File: src/rtl/seq_divider_pkg.sv
// Shared types and helpers for the iterative restoring divider.
package seq_divider_pkg;

  typedef enum logic [1:0] {
    IDLE,
    BUSY,
    DONE
  } state_t;

  localparam int unsigned DEFAULT_WIDTH = 16;

  // Bits needed to count 0..v-1.
  function automatic int unsigned clog2(input int unsigned v);
    int unsigned r;
    r = 0;
    for (int unsigned i = 0; i < 32; i++) begin
      if ((64'd1 << i) < 64'(v)) r = i + 1;
    end
    return r;
  endfunction

endpackage

File: src/rtl/seq_divider_step.sv
// One combinational restoring-division step: shift in a dividend bit, trial-subtract the divisor.
module seq_divider_step
  import seq_divider_pkg::*;
#(
  parameter int unsigned WIDTH = DEFAULT_WIDTH
) (
  input  logic [WIDTH-1:0] rem_in,
  input  logic [WIDTH-1:0] divisor,
  input  logic             bit_in,
  output logic [WIDTH-1:0] rem_out,
  output logic             q_bit
);

  logic [WIDTH:0] shifted;
  logic [WIDTH:0] diff;

  // rem_in < divisor always holds, so a borrow shows up in the extra top bit.
  always_comb begin
    shifted = {rem_in, bit_in};
    diff    = shifted - {1'b0, divisor};
    q_bit   = ~diff[WIDTH];
    rem_out = q_bit ? diff[WIDTH-1:0] : shifted[WIDTH-1:0];
  end

endmodule

File: src/rtl/seq_divider.sv
// Iterative restoring divider, one quotient bit per clock, valid/ready on both sides.
// Define SEQ_DIVIDER_SIGNED_EN for two's-complement operands (truncating division).
module seq_divider
  import seq_divider_pkg::*;
#(
  parameter int unsigned WIDTH = DEFAULT_WIDTH
) (
  input  logic             clk,
  input  logic             rst,
  input  logic             in_valid,
  output logic             in_ready,
  input  logic [WIDTH-1:0] dividend,
  input  logic [WIDTH-1:0] divisor,
  output logic             out_valid,
  input  logic             out_ready,
  output logic [WIDTH-1:0] quotient,
  output logic [WIDTH-1:0] remainder,
  output logic             div_by_zero
);

  localparam int unsigned   CW   = clog2(WIDTH);
  localparam logic [CW-1:0] LAST = CW'(WIDTH - 1);

  state_t           state, state_nxt;
  logic [CW-1:0]    cnt;
  logic [WIDTH-1:0] rem_r, dvd_r, div_r;
  logic [WIDTH-1:0] rem_nxt, q_raw, q_fin, r_fin;
  logic [WIDTH-1:0] dvd_mag, div_mag;
  logic             q_bit, accept;

  seq_divider_step #(.WIDTH(WIDTH)) u_step (
    .rem_in  (rem_r),
    .divisor (div_r),
    .bit_in  (dvd_r[WIDTH-1]),
    .rem_out (rem_nxt),
    .q_bit   (q_bit)
  );

  // Dividend register doubles as the quotient shift register.
  assign q_raw  = {dvd_r[WIDTH-2:0], q_bit};
  assign accept = in_valid & in_ready;

`ifdef SEQ_DIVIDER_SIGNED_EN
  logic neg_q, neg_r;

  assign dvd_mag = dividend[WIDTH-1] ? -dividend : dividend;
  assign div_mag = divisor[WIDTH-1]  ? -divisor  : divisor;
  assign q_fin   = neg_q ? -q_raw   : q_raw;
  assign r_fin   = neg_r ? -rem_nxt : rem_nxt;

  always_ff @(posedge clk or posedge rst) begin
    if (rst) begin
      neg_q <= 1'b0;
      neg_r <= 1'b0;
    end else if (accept) begin
      neg_q <= dividend[WIDTH-1] ^ divisor[WIDTH-1];
      neg_r <= dividend[WIDTH-1];
    end
  end
`else
  assign dvd_mag = dividend;
  assign div_mag = divisor;
  assign q_fin   = q_raw;
  assign r_fin   = rem_nxt;
`endif

  always_ff @(posedge clk or posedge rst) begin
    if (rst) state <= IDLE;
    else     state <= state_nxt;
  end

  always_comb begin
    state_nxt = state;
    in_ready  = 1'b0;
    case (state)
      IDLE: begin
        in_ready = 1'b1;
        if (in_valid) state_nxt = (divisor == '0) ? DONE : BUSY;
      end
      BUSY:    if (cnt == LAST) state_nxt = DONE;
      DONE:    if (out_ready) state_nxt = IDLE;
      default: state_nxt = IDLE;
    endcase
  end

  always_ff @(posedge clk or posedge rst) begin
    if (rst) begin
      cnt         <= '0;
      rem_r       <= '0;
      dvd_r       <= '0;
      div_r       <= '0;
      quotient    <= '0;
      remainder   <= '0;
      out_valid   <= 1'b0;
      div_by_zero <= 1'b0;
    end else begin
      case (state)
        IDLE: begin
          if (accept) begin
            if (divisor == '0) begin
              quotient    <= '1;
              remainder   <= dividend;
              div_by_zero <= 1'b1;
              out_valid   <= 1'b1;
            end else begin
              dvd_r <= dvd_mag;
              div_r <= div_mag;
              rem_r <= '0;
              cnt   <= '0;
            end
          end
        end
        BUSY: begin
          rem_r <= rem_nxt;
          dvd_r <= q_raw;
          cnt   <= cnt + CW'(1);
          if (cnt == LAST) begin
            quotient  <= q_fin;
            remainder <= r_fin;
            out_valid <= 1'b1;
          end
        end
        DONE: begin
          if (out_ready) begin
            out_valid   <= 1'b0;
            div_by_zero <= 1'b0;
          end
        end
        default: ;
      endcase
    end
  end

endmodule

File: config.mk
export PLATFORM = sky130hd
export DESIGN_NAME = seq_divider
export DESIGN_NICKNAME = d
export VERILOG_FILES = /design/src/rtl/seq_divider_pkg.sv /design/src/rtl/seq_divider_step.sv /design/src/rtl/seq_divider.sv
export SDC_FILE = /design/constraint.sdc
export NUM_CORES = 1
export LEC_CHECK = 0
export CORE_ASPECT_RATIO = 1.25
export CORE_MARGIN = 2
export CORE_UTILIZATION = 45
export CTS_CLUSTER_DIAMETER = 120
export CTS_CLUSTER_SIZE = 20
export DETAILED_ROUTE_END_ITERATION = 8
export PLACE_DENSITY = 0.7
export SLEW_MARGIN = 20
export SYNTH_ARGS = -nofsm -noshare
export SYNTH_HDL_FRONTEND = slang
export SYNTH_HIERARCHICAL = 1
export SYNTH_SLANG_ARGS = --single-unit
File: constraint.sdc
create_clock -name clk -period 3.3 [get_ports clk]
set_input_delay 0.495 -clock clk [delete_from_list [all_inputs] [get_ports clk]]
set_output_delay 0.495 -clock clk [all_outputs]
set_load 0.1 [all_outputs]
==> results of run 1 <==
-- sequential cells by signal, summed over array words and instances (netlist names) --
signal / flops
cnt: 4
dvd_r: 16
out_valid: 1
quotient: 16
div_r: 16
remainder: 16
state: 2
rem_r: 16
div_by_zero: 1
-- synth_stat cells (7+ instances only) --
library cell	n	area share (%)
nand3_1	8	0.78
a31oi_1	17	2.1
dfrtp_1	88	43
and2_1	15	1.8
mux2i_1	25	4.9
xnor2_1	7	1.2
a21oi_1	76	7.4
mux2_4	27	7.9
inv_1	43	3.1
nor2_1	26	1.9
ha_1	20	4.9
nand2_1	11	0.80
mux2_2	7	1.5
clkbuf_1	11	0.80
mux2_1	10	2.2
nor2b_1	20	2.4
o21ai_0	8	0.78
-- cells in the final DEF, fill, tap and decap left out, drive strengths merged, types with 5 or more instances in the layout --
master / Yosys / routed
mux2i: 25 / 25
a31oi: 17 / 17
nand2: 11 / 11
mux2: 44 / 44
clkdlybuf4s50: 0 / 68
ha: 20 / 20
buf: 14 / 21
and2: 15 / 15
xnor2: 8 / 8
nor2b: 20 / 20
o21ai: 8 / 8
dfrtp: 88 / 88
xor2: 5 / 5
inv: 45 / 44
a21oi: 77 / 77
clkbuf: 11 / 12
nor2: 27 / 27
nand2b: 5 / 5
nor4: 5 / 5
nand3: 8 / 8
-- worst max path at each step --
stage	start	end	slack (ns)	depth (start not counted)
detailed placement	dvd_r[15]	rem_r[10]	-0.01	13
global placement	dvd_r[15]	rem_r[10]	0.07	13
global route	dvd_r[15]	rem_r[5]	-0.11	13
floorplan	dvd_r[15]	rem_r[10]	0.05	13
CTS	dvd_r[15]	rem_r[2]	-0.01	13
finish	dvd_r[15]	rem_r[5]	-0.04	13
-- power by group through the flow --
stage          Combinational (µW)  Clock (µW)  Sequential [µW]
3_3_place_gp                 3910           0             1760
2_1_floorplan                2010           0             2850
3_5_place_dp                 3970           0             1770
4_1_cts                      4010        1120             1770
5_1_grt                      4390        1150             1830
6_report                     4100        1100             1780
-- cell families after synthesis --
| family | Yosys count | synth area share, % |
|---|---|---|
| AOI/OAI and AO/OA | 135 | 15.95 |
| xor gates and xnor gates | 13 | 2.362 |
| adders and majority gates | 21 | 5.261 |
| buffers and inverters | 70 | 6.259 |
| DFF | 88 | 42.86 |
| muxes | 69 | 16.49 |
| and+or+nand+nor | 99 | 10.81 |
-- through the flow --
step / power (µW) / instance area, µm² / setup TNS, ns / setup WS, ns / utilization, %
6_report: 6975 / 6479 / -0.2145 / -0.04032 / 58.17
5_1_grt: 7368 / 6479 / -1.813 / -0.1125 / 58.17
4_1_cts: 6896 / 6334 / -0.03557 / -0.009694 / 56.87
3_5_place_dp: 5739 / 5982 / -0.03404 / -0.01325 / 53.71
3_3_place_gp: 5677 / 5982 / 0 / 0.06812 / 53.71
2_1_floorplan: 4855 / 5140 / 0 / 0.04966 / -
-- per-layer routing --
layer  share of wire, %  global-route usage, %  vias up  wire [µm]
met2                 50                  34.33      100       6308
met1                 45                  27.92     1960       5738
met3                4.0                  4.240       13        510
met4                1.4                  5.736        0        174
met5                  0                      0        -          0
li1                   -                      -     1890          -
-- critical path, stage by stage, from the launching register on --
cell and delay, ns:
dfrtp_1 0.40, inv_2 0.09, ha_4 0.14, fa_2 0.23, nor2b_4 0.05, o31a_1 0.27
o41a_1 0.35, and4_4 0.22, a311oi_4 0.35, xnor2_4 0.21, clkbuf_16 0.21, mux2_4 0.30
and2_4 0.16, mux2_4 0.25
-- final cells by class --
cell class / count / area, µm²
Clock inverter: 3 / 67.56
Sequential cell: 88 / 2202
Multi-Input combinational cell: 337 / 2735
Tap cell: 135 / 168.9
Timing Repair Buffer: 90 / 892.1
Inverter: 45 / 170.2
Fill cell: 948 / 4658
Clock buffer: 11 / 242.7
-- repair_timing --
action                     in CTS  in global routing
setup endpoints to repair       9                 24
gates resized for setup         7                 19
pin swaps                       0                  3
cloned                          0                  1
setup buffers                   2                  5
==> flow_summary.toml, run 1 <==
[floorplanning]
fp.dieH_um = 123.5
initial_core_util_pct = 46.13
dieWidth_um = 99.57
top_level_ports = 71
rows = 43
die-area_mm2 = 0.01229
core_region_area_mm2 = 0.01114

[critical_path]
critPathKind = "reg -> reg"
cp_data_required_time_ns = 3.52
path_max_fanout = 7
reg2reg_from = "dvd_r[15]"
critPathCaptureType = "flip-flop"
cp.arrival_ns = 3.56
reg2reg_to = "rem_r[5]"
r2r_cells = 13
r2r_setup_slack_ns = -0.04
cp-start-kind = "flip-flop"

[outcome]
outcome = "finished, violations left"
failed_checks = "negative setup slack"

[cells_and_area]
syn_to_final_growth_pct = 26.11
final_cells = 709
nNetsFinal = 628
drive_gt1_share_pct = 18.12
num_antenna_cells = 0

[clocking]
clockBufferDepth = 2
clock_latency_ns = 0.34
cts_inserted_buffers = 9
hold_buffers = 0
clk_transition_reported_paths_ns = 0.06
clock-root-buffer = "clkbuf_16"
clock_sinks = 88
cts_max_level = 3
cts_tree = "done"

[sta]
hold_slack_ns = 0.4874
fmax_ghz = 0.2994
clock-skew-final_ns = 0.005205
slew_violations = 0
setup_violations = 9
rsz0062_at_grt = "true"
max_slew_margin_pct = 26.72
period_minus_slack_ns = 3.340
worst_pin_slew_ns = 1.097
worst_slack_ns = -0.04032
finalCritPeriodShare_pct = 101.2
hold_viol = 0

[worst_hold_path]
hp-class = "reg -> reg"
hold_end = "div_by_zero"
hp-start = "div_by_zero"
min_path_cells = 1

[global_routing]
grt_start_max_net_pins = 75
track_usage_pct = 20.78
grt_antenna_before_repair = 0
grt_pass1_wl_mm = 20.29
overflow = 0
grt_pass1_vias = 4051

[pwr]
peakVddDrop_mv = 0.7576
seqPwrFrac_pct = 25.5
powerDensity_mw_per_mm2 = 1077
power_leakage_uw = 0.002904
clkPwrFrac_pct = 15.8
power.switching_uw = 3461
internal_power_uw = 3513
swShare_pct = 49.63
pwr-share-comb_pct = 58.8

[job]
cap_violations = 0

[synthesis]
synth.distinct_cells = 56
synthCells = 495
synth_fp_nets = 552
synth_warnings = 6
ys_seq_elements = 88
synthFlopType = "dfrtp_1"
avgSynthCellArea_um2 = 10.38
synth-edff-count = 0
async_reset_ff_share_pct = 100.0
syn_area_mm2 = 0.005137
yosysSeqAreaShare_pct = 42.86

[drt]
vias_per_cell = 5.590
drt_iter0_drc = 252
ant_nets = 0
drtPass1Iterations = 4
drcViolationCount = 0
via_count = 3963
wl_per_cell_um = 17.96
wl_mm = 12.73

[place]
dp_hpwl_mm = 8.670
portBuffers = 70
gp_congestion = 0.8446
dp_cells = 687
(Power assumes the default switching activity.)
==> run 2, diff against run 1 <==
TNS_END_PERCENT = 100   (was unset)
==> results of run 2 <==
No change in the layout: final DEF, timing and power equal those of run 1.
==> run 3, diff against run 2 <==
ABC_AREA = 0   (was unset)
==> results of run 3 <==
No change in the layout: final DEF, timing and power equal those of run 1.
